## src/rtl/vga_pattern_gen.sv

```systemverilog
// vga_pattern_gen: test-pattern colour stage sitting after the VGA timing
// generator. It has a two-stage pipeline (position/sync, then colour/sync)
// and a button-driven pattern mode that changes only at frame boundaries.
// Optional build macro: VGA_PATTERN_BOX_EN adds the bouncing-box pattern
// (mode 2) and its position/velocity registers.
module vga_pattern_gen #(
  parameter int          H_OFFSET  = 160,
  parameter int          V_OFFSET  = 41,
  parameter int          BOX_SIZE  = 32,
  parameter int          BOX_STEP  = 2,
  parameter logic [11:0] SOLID_RGB = 12'h00F
) (
  input  logic       clk_25,
  input  logic       reset_n,
  input  logic [9:0] h_count,
  input  logic [9:0] v_count,
  input  logic       bright,
  input  logic       h_sync,
  input  logic       v_sync,
  input  logic       btn,
  output logic [3:0] red,
  output logic [3:0] green,
  output logic [3:0] blue,
  output logic       h_sync_o,
  output logic       v_sync_o,
  output logic [1:0] mode
);

  localparam logic [1:0] MODE_BARS    = 2'd0;
  localparam logic [1:0] MODE_CHECKER = 2'd1;
  localparam logic [1:0] MODE_BOX     = 2'd2;
  localparam logic [1:0] MODE_SOLID   = 2'd3;

  localparam logic [10:0] H_FIRST = 11'(H_OFFSET);
  localparam logic [10:0] H_LAST  = 11'(H_OFFSET + 639);

  // ---------------- stage 1: position, active flag, syncs ----------------
  logic [9:0] x_d, y_d, x_q, y_q;
  logic       act_d, act_q;
  logic       hs1_q, vs1_q;

  // Screen coordinates and active-pixel qualification from the raw counters.
  always_comb begin
    x_d   = h_count - 10'(H_OFFSET);
    y_d   = v_count - 10'(V_OFFSET);
    act_d = bright && ({1'b0, h_count} >= H_FIRST) && ({1'b0, h_count} <= H_LAST);
  end

  // Stage-1 pipeline registers; syncs idle high.
  always_ff @(posedge clk_25 or negedge reset_n) begin
    if (!reset_n) begin
      x_q   <= '0;
      y_q   <= '0;
      act_q <= 1'b0;
      hs1_q <= 1'b1;
      vs1_q <= 1'b1;
    end else begin
      x_q   <= x_d;
      y_q   <= y_d;
      act_q <= act_d;
      hs1_q <= h_sync;
      vs1_q <= v_sync;
    end
  end

  // ---------------- button synchroniser and mode control ----------------
  logic btn_meta_q, btn_sync_q, btn_prev_q;
  logic btn_rise, frame_tick;
  logic [1:0] mode_q, mode_d, pend_q, pend_d;
  logic       hs2_q, vs2_q;

  // Two-flop synchroniser plus one history flop for edge detection.
  always_ff @(posedge clk_25 or negedge reset_n) begin
    if (!reset_n) begin
      btn_meta_q <= 1'b0;
      btn_sync_q <= 1'b0;
      btn_prev_q <= 1'b0;
    end else begin
      btn_meta_q <= btn;
      btn_sync_q <= btn_meta_q;
      btn_prev_q <= btn_sync_q;
    end
  end

  assign btn_rise = btn_sync_q & ~btn_prev_q;
  // vs2_q holds the previous value of the registered v_sync, so this fires
  // once on its falling edge.
  assign frame_tick = vs2_q & ~vs1_q;

  function automatic logic [1:0] mode_next(input logic [1:0] m);
`ifdef VGA_PATTERN_BOX_EN
    return m + 2'd1;
`else
    case (m)
      MODE_BARS:    return MODE_CHECKER;
      MODE_CHECKER: return MODE_SOLID;
      default:      return MODE_BARS;
    endcase
`endif
  endfunction

  // Button edges advance the pending mode; the live mode only takes it at a
  // frame tick. Both can happen in one cycle: mode takes the old pending.
  always_comb begin
    pend_d = btn_rise   ? mode_next(pend_q) : pend_q;
    mode_d = frame_tick ? pend_q            : mode_q;
  end

  // Mode registers.
  always_ff @(posedge clk_25 or negedge reset_n) begin
    if (!reset_n) begin
      pend_q <= MODE_BARS;
      mode_q <= MODE_BARS;
    end else begin
      pend_q <= pend_d;
      mode_q <= mode_d;
    end
  end

`ifdef VGA_PATTERN_BOX_EN
  // ---------------- bouncing box ----------------
  localparam logic [9:0] STEP10 = 10'(BOX_STEP);
  localparam logic [9:0] X_MAX  = 10'(640 - BOX_SIZE - 1);
  localparam logic [9:0] Y_MAX  = 10'(480 - BOX_SIZE - 1);

  logic [9:0] box_x_q, box_x_d, box_y_q, box_y_d;
  logic       dx_neg_q, dx_neg_d, dy_neg_q, dy_neg_d;
  logic       in_box;

  // One axis step: returns {negative_direction, new_position}, clamping at
  // 0 / lim and reversing direction when a move would leave the range.
  function automatic logic [10:0] box_step(input logic [9:0] pos, input logic neg,
                                           input logic [9:0] lim);
    logic [10:0] up;
    up = {1'b0, pos} + {1'b0, STEP10};
    if (neg) begin
      if (pos < STEP10) return {1'b0, 10'd0};
      else              return {1'b1, pos - STEP10};
    end else begin
      if (up > {1'b0, lim}) return {1'b1, lim};
      else                  return {1'b0, up[9:0]};
    end
  endfunction

  // Box moves on every frame tick regardless of the displayed mode.
  always_comb begin
    {dx_neg_d, box_x_d} = {dx_neg_q, box_x_q};
    {dy_neg_d, box_y_d} = {dy_neg_q, box_y_q};
    if (frame_tick) begin
      {dx_neg_d, box_x_d} = box_step(box_x_q, dx_neg_q, X_MAX);
      {dy_neg_d, box_y_d} = box_step(box_y_q, dy_neg_q, Y_MAX);
    end
  end

  // Box position and velocity-sign registers.
  always_ff @(posedge clk_25 or negedge reset_n) begin
    if (!reset_n) begin
      box_x_q  <= '0;
      box_y_q  <= '0;
      dx_neg_q <= 1'b0;
      dy_neg_q <= 1'b0;
    end else begin
      box_x_q  <= box_x_d;
      box_y_q  <= box_y_d;
      dx_neg_q <= dx_neg_d;
      dy_neg_q <= dy_neg_d;
    end
  end

  assign in_box = ({1'b0, x_q} >= {1'b0, box_x_q}) &&
                  ({1'b0, x_q} <  {1'b0, box_x_q} + 11'(BOX_SIZE)) &&
                  ({1'b0, y_q} >= {1'b0, box_y_q}) &&
                  ({1'b0, y_q} <  {1'b0, box_y_q} + 11'(BOX_SIZE));
`else
  // Only y[5] feeds the checker pattern in this build.
  logic unused_y;
  assign unused_y = ^{y_q[9:6], y_q[4:0]};
`endif

  // ---------------- stage 2: colour ----------------
  logic [11:0] rgb_d, rgb_q;

  function automatic logic [11:0] bar_rgb(input logic [9:0] px);
    if      (px < 10'd80)  return 12'hFFF;
    else if (px < 10'd160) return 12'hFF0;
    else if (px < 10'd240) return 12'h0FF;
    else if (px < 10'd320) return 12'h0F0;
    else if (px < 10'd400) return 12'hF0F;
    else if (px < 10'd480) return 12'hF00;
    else if (px < 10'd560) return 12'h00F;
    else                   return 12'h000;
  endfunction

  // Pattern colour for the stage-1 pixel; black outside the active area.
  always_comb begin
    rgb_d = 12'h000;
    if (act_q) begin
      case (mode_q)
        MODE_BARS:    rgb_d = bar_rgb(x_q);
        MODE_CHECKER: rgb_d = (x_q[5] ^ y_q[5]) ? 12'hFFF : 12'h000;
`ifdef VGA_PATTERN_BOX_EN
        MODE_BOX:     rgb_d = in_box ? 12'hFF0 : 12'h000;
`endif
        MODE_SOLID:   rgb_d = SOLID_RGB;
        default:      rgb_d = 12'h000;
      endcase
    end
  end

  // Stage-2 registers: colour and syncs leave the block aligned.
  always_ff @(posedge clk_25 or negedge reset_n) begin
    if (!reset_n) begin
      rgb_q <= 12'h000;
      hs2_q <= 1'b1;
      vs2_q <= 1'b1;
    end else begin
      rgb_q <= rgb_d;
      hs2_q <= hs1_q;
      vs2_q <= vs1_q;
    end
  end

  assign {red, green, blue} = rgb_q;
  assign h_sync_o = hs2_q;
  assign v_sync_o = vs2_q;
  assign mode     = mode_q;

endmodule

```

## config.mk

```make
export PLATFORM = sky130hd
export DESIGN_NAME = vga_pattern_gen
export DESIGN_NICKNAME = d
export VERILOG_FILES = /design/src/rtl/vga_pattern_gen.sv
export SDC_FILE = /design/constraint.sdc
export NUM_CORES = 1
export LEC_CHECK = 0
export CORE_MARGIN = 4
export CORE_UTILIZATION = 40
export CTS_CLUSTER_DIAMETER = 100
export DETAILED_ROUTE_END_ITERATION = 10
export PLACE_DENSITY_LB_ADDON = 0.25
export SYNTH_ARGS = -nofsm -noshare
export SYNTH_HDL_FRONTEND = slang
export SYNTH_SLANG_ARGS = --single-unit
```

## constraint.sdc

```tcl
create_clock -name clk_25 -period 1.9 [get_ports clk_25]
set_clock_uncertainty 0.1 [all_clocks]
set_input_delay 0.285 -clock clk_25 [delete_from_list [all_inputs] [get_ports clk_25]]
set_output_delay 0.285 -clock clk_25 [all_outputs]
set_load 0.005 [all_outputs]
```

# After elaboration in Yosys (flattened, before gate mapping)

Cells that the tools add are included.

Register bits: 40
Output and inout bits: 16

Reductions and logical operators: 4
Muxes and demuxes: 11
Equality and inequality tests: 3
$lt $le $gt $ge: 9
Bitwise operators: 5
Add/subtract/negate cells: 2

Operator list:

| cell                                                                | count |
|---|---|
| two-way mux 12 bit                                                  | 8 |
| one-hot mux 12 bit (3 select lines)                                 | 1 |
| less-than comparator 10 x 9 -> 1 bit (second input constant)        | 3 |
| less-than comparator 10 x 8 -> 1 bit (second input constant)        | 2 |
| greater-or-equal comparator 10 x 8 -> 1 bit (second input constant) | 1 |
| less-or-equal comparator 10 bit (second input constant)             | 1 |
| less-than comparator 10 bit (second input constant)                 | 1 |
| less-than comparator 10 x 7 -> 1 bit (second input constant)        | 1 |
| subtractor 10 x 8 -> 10 bit (second input constant)                 | 1 |
| subtractor 6 bit (second input constant)                            | 1 |
| equality test 2 x 1 -> 1 bit (second input constant)                | 2 |
| zero test 2 bit                                                     | 2 |
| two-way mux 4 bit                                                   | 1 |
| one-hot mux 2 bit (2 select lines)                                  | 1 |
| AND 1 bit                                                           | 2 |
| equality test 2 bit (second input constant)                         | 1 |
| logical AND 1 bit                                                   | 2 |
| inverter 1 bit                                                      | 2 |
| XOR 1 bit                                                           | 1 |

# Longest topological paths before layout

Gate-level depths: netlist (run 1).

Depth in word-level cells: 10
Mapped depth: 5
Depth with buffers taken out: 5

# Worst setup path after synthesis (run 1)

OpenSTA, ideal clock, no wires.

Kind: register -> register
Start: register x_q[8]
End: register rgb_q[3]
Cell stages (with the launch flop): 6
Arrival: 1.150 ns
Library setup time: 0.130 ns
Setup slack: 0.520 ns
Buffers on the path: 1
Cells stage by stage: dfrtp_1 > buf_6 > nor3b_1 > o311a_1 > a221oi_2 > o41ai_2

Word-level cells in the longest chain between the ends: 10
Elaborated cells on any way between the ends: 16

RTL lines:

| item                                  | line | source |
|---|---|---|
| start, declared                       | 38   | `logic [9:0] x_d, y_d, x_q, y_q;` |
| start signal, assigned                | 52   | `x_q <= '0;` |
| start signal, assigned                | 58   | `x_q <= x_d;` |
| less-than comparator 10 bit           | 190  | `else if (px < 10'd560) return 12'h00F;` |
| two-way mux 4 bit                     | 190  |  |
| two-way mux 12 bit                    | 189  | `else if (px < 10'd480) return 12'hF00;` |
| two-way mux 12 bit                    | 188  | `else if (px < 10'd400) return 12'hF0F;` |
| two-way mux 12 bit                    | 187  | `else if (px < 10'd320) return 12'h0F0;` |
| two-way mux 12 bit                    | 186  | `else if (px < 10'd240) return 12'h0FF;` |
| two-way mux 12 bit                    | 185  | `else if (px < 10'd160) return 12'hFF0;` |
| two-way mux 12 bit *                  | 184  | `if (px < 10'd80) return 12'hFFF;` |
| one-hot mux 12 bit (3 select lines) * | 198  | `case (mode_q)` |
| two-way mux 12 bit *                  | 197  | `if (act_q) begin` |
| end signal, assigned                  | 217  | `rgb_q <= rgb_d;` |
| end, declared                         | 181  | `logic [11:0] rgb_d, rgb_q;` |

Every way passes the cells marked *; elsewhere a longest branch is shown, timed or not.
A chain may end at the register's enable or synchronous reset.

# Worst setup path in the final report (run 1)

Start: register vs2_q, in the netlist v_sync_o
End: output v_sync_o

RTL lines:

| item                   | line | source |
|---|---|---|
| start, declared        | 70   | `logic hs2_q, vs2_q;` |
| start signal, assigned | 219  | `vs2_q <= vs1_q;` |
| end, declared          | 25   | `output logic v_sync_o,` |

No word-level cell between the ends.

==> results.ini, run 1 <==
[outcome]
outcome = finished clean

[synthesis]
postSynthCellCount = 85
yosysSeqAreaShare_pct = 56.6
synth.largest_area_cell = dfrtp_1
synth.yosys.warnings = 0
synth.top_cells.by_area = dfrtp_1 46%, dfstp_2 11%, buf_4 6.9%
netlist_area_um2 = 981
synth.avg_cell_area_um2 = 11.5
nets_in_the_synthesized_netlist = 112
post_synthesis_register_bit_count = 22
synth_largest_type_area_fraction_pct = 45.9
synth.lib_cells_used.distinct = 28

[die]
i_o_pins = 42
die_height_um = 57.5
die-area_um2 = 3310
die_w_um = 57.5
placementRows = 17
initial_core_util_pct = 43.1
floorplan.core_area_um2 = 2280

[clocking]
cts_tree = done
total_clock_sinks = 22
cts.hold.buffers_added = 0
clk_root_buffer_cell = clkbuf_4
ctsHtreeMaxLevel = 1
cts_inserted_buffers = 3
clk_transition_reported_paths_ps = 120
postCtsSetupRepairBufs = 0
post_cts.resized_instances = 0
worstSkewPairLatency_ps = 300
clock_path_buffers = 2

[global_route]
pin_count_of_the_biggest_net_entering_global_routing = 23
grt_use_total_pct = 10.1
grt_remaining_overflow = 0
via_count_of_the_first_global_routing_pass = 653
grt_first_pass_wirelength_mm = 2.57
antenna_found_initial = 0

[critical_path]
criticalPathCategory = reg -> out
worstSetupStartpointType = register
critPathMaxFanout = 2
path_delay_family = flip-flops
worst_path_cell_with_the_longest_stage_delay = dfstp_2
internal_reg_to_reg_setup_slack_ps = 400
timing.critical_path.required_ps = 1510
worstSetupEndpointType = output pin
path_buf_inv = 1
path_cells = clkdlybuf4s50_1
crit_path_max_incr_delay_ps = 540
critical_path_arrival_ps = 1330

[place]
gpl.final_weighted_congestion = 0.768
hpwlAfterDp_mm = 1.28
dp_cells = 136
io_buffers = 33

[run]
max_cap_violations = 0

[power_and_ir_drop]
sw_frac_of_total_pct = 25.2
clkPwrFrac_pct = 22.4
peakVddDrop_mv = 0.559
seq_pwr_share_pct = 53.0
cellInternalPower_uw = 822
power_switching_uw = 277
cellPowerDensity_nw_per_um2 = 842
power.share.combinational_pct = 24.5
leakage_power_nw = 0.556

[drt]
detailroute.via_count = 693
drt_pre_antenna_iters = 4
finalWirelength_mm = 1.53
ant_nets = 0
via_per_inst = 4.95
drt_drc_violations_left = 0
avgRoutedWirePerCell_um = 10.9
drtIter0Drc = 3

[timing]
rsz_0062_raised_after_global_routing = false
slew_violations = 0
fmax_mhz = 583
finalHoldViolations = 0
transition_at_the_pin_with_the_smallest_max_transition_slack_ps = 276
layout_min_cycle_time_ps = 1720
slew_headroom_pct = 81.4
setup_tns_ps = 0
setup_viol = 0
timing.final.crit_share_pct = 90.3

[layout]
antenna-diode-count = 0
fraction_of_the_core_area_covered_by_cells_at_the_end_of_the_flow_pct = 57.4
nNetsFinal = 140
fin_cells = 140
post_route_cells_drive_above_1_share_pct = 11.6
area_growth_pct = 33.2

[min_path]
worst_hold_path_type = in -> async

logic make-up after synthesis:
kind of cell | synth area share (%)
flip-flops | 56.6
AO/OA/AOI/OAI | 13.8
AND/OR/NAND/NOR | 10.2
buffers and inverters | 10.5
XOR/XNOR | 5.36
multiplexers | 2.30
adder cells (fa/ha/maj) | 1.28
sequential cells by signal (all words and copies together) (netlist names), 2 cells and up:
signal,cells
pend_q,2
mode,2
rgb_q,3
x_q,6
metrics by stage:
stage               setup WS [ps]  power [mW]  cell area, µm²  hold slack, ps
global route                  118        1.17            1310             223
detailed placement            344       0.869            1270             247
floorplan                     520       0.732             981            -111
global placement              356       0.856            1270             233
CTS                           162        1.11            1310             203
finish                        184        1.10            1310             200
layout make-up:
class	count	area [µm²]
multi-input cells	47	323
fillers	193	970
repair buffers	34	338
flip-flops and latches	22	556
clock buffers	4	36.3
inverters	5	18.8
well taps	28	35.0
power groups by stage:
| stage | Combinational [mW] | Sequential (mW) | Clock (mW) |
|---|---|---|---|
| after CTS | 0.276 | 0.584 | 0.255 |
| after floorplan | 0.153 | 0.579 | 0 |
| after global placement | 0.267 | 0.590 | 0 |
| after detailed placement | 0.276 | 0.593 | 0 |
| after global routing | 0.298 | 0.595 | 0.276 |
| final | 0.270 | 0.583 | 0.247 |
synth_stat cells, drive strengths merged:
cell,number
and3,1
nand2b,4
dfstp,4
nor3b,1
a21oi,6
a211oi,1
and2,1
nand2,6
nor4,1
o311a,1
clkbuf,1
dfrtp,18
nor2,2
xor2,3
o311ai,1
or3,1
xnor2,3
mux2,2
o31ai,1
nor2b,2
inv,5
buf,10
o21ai,6
o41ai,1
ha,1
a221oi,1
o211a,1
worst paths after layout:
check                                   startpoint                  end  cells after the start
worst max-delay path            v_sync_o$_DFF_PN1_             v_sync_o                      1
worst min-delay path                       reset_n  mode[1]$_DFFE_PN0P_                      2
worst max register to register    x_q[6]$_DFF_PN0_   rgb_q[3]$_DFF_PN0_                      4
worst min register to register     hs1_q$_DFF_PN1_   h_sync_o$_DFF_PN1_                      0
max in group asynchronous                  reset_n   v_sync_o$_DFF_PN1_                      2
min in group clk_25                hs1_q$_DFF_PN1_   h_sync_o$_DFF_PN1_                      0
layout by cell type, fill, tap and decap left out, drive strengths merged, types with 2 or more instances in the layout:
cell,count
clkdlybuf4s50,33
dfrtp,18
a21oi,6
o21ai,6
nand2,6
inv,5
nand2b,4
dfstp,4
clkbuf,4
xor2,3
xnor2,3
nor2,2
nor2b,2
mux2,2
routing by layer:
metal	global-route usage (%)	share of wire, %
met2	19.2	51
met5	0	0
met4	7.62	2.7
met3	1.81	9.8
met1	9.36	37
No activity file was read; power rests on OpenSTA's default activity.
==> run 2, diff against run 1 <==
==> constraint.sdc (replaced) <==
create_clock -name clk_25 -period 1.64 [get_ports clk_25]
set_clock_uncertainty 0.1 [all_clocks]
set_input_delay 0.246 -clock clk_25 [delete_from_list [all_inputs] [get_ports clk_25]]
set_output_delay 0.246 -clock clk_25 [all_outputs]
set_load 0.005 [all_outputs]
==> run 2 against run 1 <==
Against the previous run: first-iteration DRC count increased by 67%; die area unchanged; clock-buffer cell count unchanged; register-to-register slack got worse by 260 ps; non-clock buffer count increased by 1; combinational power increased by 24%; routed wire length increased by 0.85%.
==> results.ini, run 2 (synthesized netlist as in run 1, its figures left out) <==
[drt]
ant_nets = 0  ; unchanged
detailroute.via_count = 692  ; -0.14%
drt_drc_violations_left = 0  ; unchanged
finalWirelength_mm = 1.54  ; +0.85%
drtIter0Drc = 5  ; +2
avgRoutedWirePerCell_um = 10.9  ; +0.14%
via_per_inst = 4.91  ; -0.85%
drt_pre_antenna_iters = 4  ; unchanged

[clocking]
ctsHtreeMaxLevel = 1  ; unchanged
clk_transition_reported_paths_ps = 120  ; about the same
worstSkewPairLatency_ps = 310  ; about the same
clk_root_buffer_cell = clkbuf_4
cts_tree = done
cts_inserted_buffers = 3  ; unchanged
total_clock_sinks = 22  ; unchanged
clock_path_buffers = 2  ; unchanged
cts.hold.buffers_added = 0  ; unchanged

[global_route]
grt_first_pass_wirelength_mm = 2.57  ; unchanged
met3_usage_grt_pct = 1.81  ; unchanged
grt_remaining_overflow = 0  ; unchanged
grt.met2_usage_pct = 19.2  ; unchanged
antenna_found_initial = 0  ; unchanged
via_count_of_the_first_global_routing_pass = 653  ; unchanged
pin_count_of_the_biggest_net_entering_global_routing = 23  ; unchanged
globalRouteMet1Util_pct = 9.36  ; unchanged
grt.busiest_layer = met2
grt_use_total_pct = 10.1  ; unchanged

[power_and_ir_drop]
cellPowerDensity_nw_per_um2 = 981  ; +17%
seq_pwr_share_pct = 51.7  ; -1.3 points
sw_frac_of_total_pct = 25.3  ; +0.089 points
power.share.combinational_pct = 25.9  ; +1.4 points
leakage_power_nw = 0.563  ; +1.2%
peakVddDrop_mv = 0.677  ; +21%
cellInternalPower_uw = 962  ; +17%
power_switching_uw = 326  ; +18%
clkPwrFrac_pct = 22.4  ; about the same

[critical_path]
worstSetupStartpointType = register
crit_path_max_incr_delay_ps = 510  ; -30 ps
worst-r2r-cell-count = 4  ; unchanged
launch_point_of_the_worst_path = rgb_q[7]$_DFF_PN0_
worstSetupEndpoint = green[2]
critPathMaxFanout = 4  ; +2
timing.critical_path.depth = 1  ; unchanged
path_cells = clkdlybuf4s50_1
regToRegStartpoint = x_q[6]$_DFF_PN0_
internal_reg_to_reg_setup_slack_ps = 140  ; -260 ps
worstSetupEndpointType = output pin
critical_path_arrival_ps = 1210  ; -120 ps
worst_path_cell_with_the_longest_stage_delay = clkdlybuf4s50_1
timing.critical_path.required_ps = 1290  ; -220 ps
path_delay_family = buffers and inverters
criticalPathCategory = reg -> out
path_buf_inv = 1  ; unchanged
timing.rr.end = rgb_q[3]$_DFF_PN0_

[layout]
largest_register = x_q
largestRegisters = x_q: 6 flops, rgb_q: 3 flops
area_growth_pct = 33.8
final_common_cell = clkdlybuf4s50_1
final_cell_mix = 31 x clkdlybuf4s50_1, 17 x dfrtp_1, 6 x a21oi_1, 6 x o21ai_0, 6 x nand2_1
fraction_of_the_core_area_covered_by_cells_at_the_end_of_the_flow_pct = 57.7  ; +0.27 points
post_route_cells_drive_above_1_share_pct = 13.3  ; +1.7 points
largest_reg_flops = 6  ; unchanged
nNetsFinal = 141  ; +0.71%
antenna-diode-count = 0  ; unchanged

[timing]
fmax_mhz = 641
transition_at_the_pin_with_the_smallest_max_transition_slack_ps = 276  ; unchanged
setup_tns_ps = 0  ; unchanged
finalHoldViolations = 0  ; unchanged
timing.final.crit_share_pct = 95.2
layout_min_cycle_time_ps = 1560
slew_violations = 0  ; unchanged
slew_headroom_pct = 81.4  ; unchanged
setup_viol = 0  ; unchanged
rsz_0062_raised_after_global_routing = false

[outcome]
outcome = finished clean

[place]
gpl.final_weighted_congestion = 0.768  ; unchanged
hpwlAfterDp_mm = 1.28  ; unchanged
io_buffers = 33  ; unchanged

[die]
initial_core_util_pct = 43.1  ; unchanged
die_w_um = 57.5  ; unchanged
i_o_pins = 42  ; unchanged
placementRows = 17  ; unchanged
die_height_um = 57.5  ; unchanged
floorplan.core_area_um2 = 2280  ; unchanged
die-area_um2 = 3310  ; unchanged

[min_path]
worst_hold_path_type = in -> async

[run]
max_cap_violations = 0  ; unchanged

## run 2: cell type report
class	instances	area, µm²
Tap cell	28	35.0
Multi-Input combinational cell	47	323
Sequential cell	22	557
Inverter	5	18.8
Timing Repair Buffer	35	343
Clock buffer	4	36.3
Fill cell	195	963
## run 2: routing by layer
layer | up-vias | routed length [µm]
met1 | 322 | 562
met4 | 0 | 41
met5 | - | 0
li1 | 336 | -
met2 | 30 | 787
met3 | 4 | 149
## run 2: worst min path at each step
stage / start / endpoint / slack, ps / depth (start not counted)
finish: reset_n / mode[1]$_DFFE_PN0P_ / 160 / 2
CTS: reset_n / mode[1]$_DFFE_PN0P_ / 160 / 2
detailed placement: btn_meta_q$_DFF_PN0_ / btn_sync_q$_DFF_PN0_ / 250 / 0
global route: reset_n / mode[1]$_DFFE_PN0P_ / 180 / 2
floorplan: reset_n / act_q$_DFF_PN0_ / -150 / 0
global placement: btn_meta_q$_DFF_PN0_ / btn_sync_q$_DFF_PN0_ / 230 / 0
## run 2: per-stage QoR
| stage | cell area, µm² | std cells | setup slack [ps] | total power, mW | hold WS [ps] |
|---|---|---|---|---|---|
| 6_report | 1310 | 141 | 79.0 | 1.29 | 158 |
| 5_1_grt | 1310 | 141 | 10.8 | 1.37 | 184 |
| 4_1_cts | 1310 | 140 | 17.6 | 1.29 | 164 |
| 3_5_place_dp | 1270 | 136 | 123 | 1.01 | 247 |
| 3_3_place_gp | 1270 | 136 | 135 | 0.992 | 233 |
| 2_1_floorplan | 981 | 85 | 260 | 0.848 | -150 |
## run 2: timing repair
item,in CTS,in global routing
setup endpoints to repair,3,1
gates resized for setup,3,0
buffers inserted,0,1
pin swaps,0,0
hold endpoints to repair,0,0
## run 2: power groups by stage
stage	Sequential (mW)	Combinational [mW]	Clock, mW
after global routing	0.678	0.369	0.320
final	0.665	0.334	0.289
after CTS	0.678	0.318	0.296
after detailed placement	0.687	0.319	0
after floorplan	0.671	0.177	0
after global placement	0.683	0.309	0
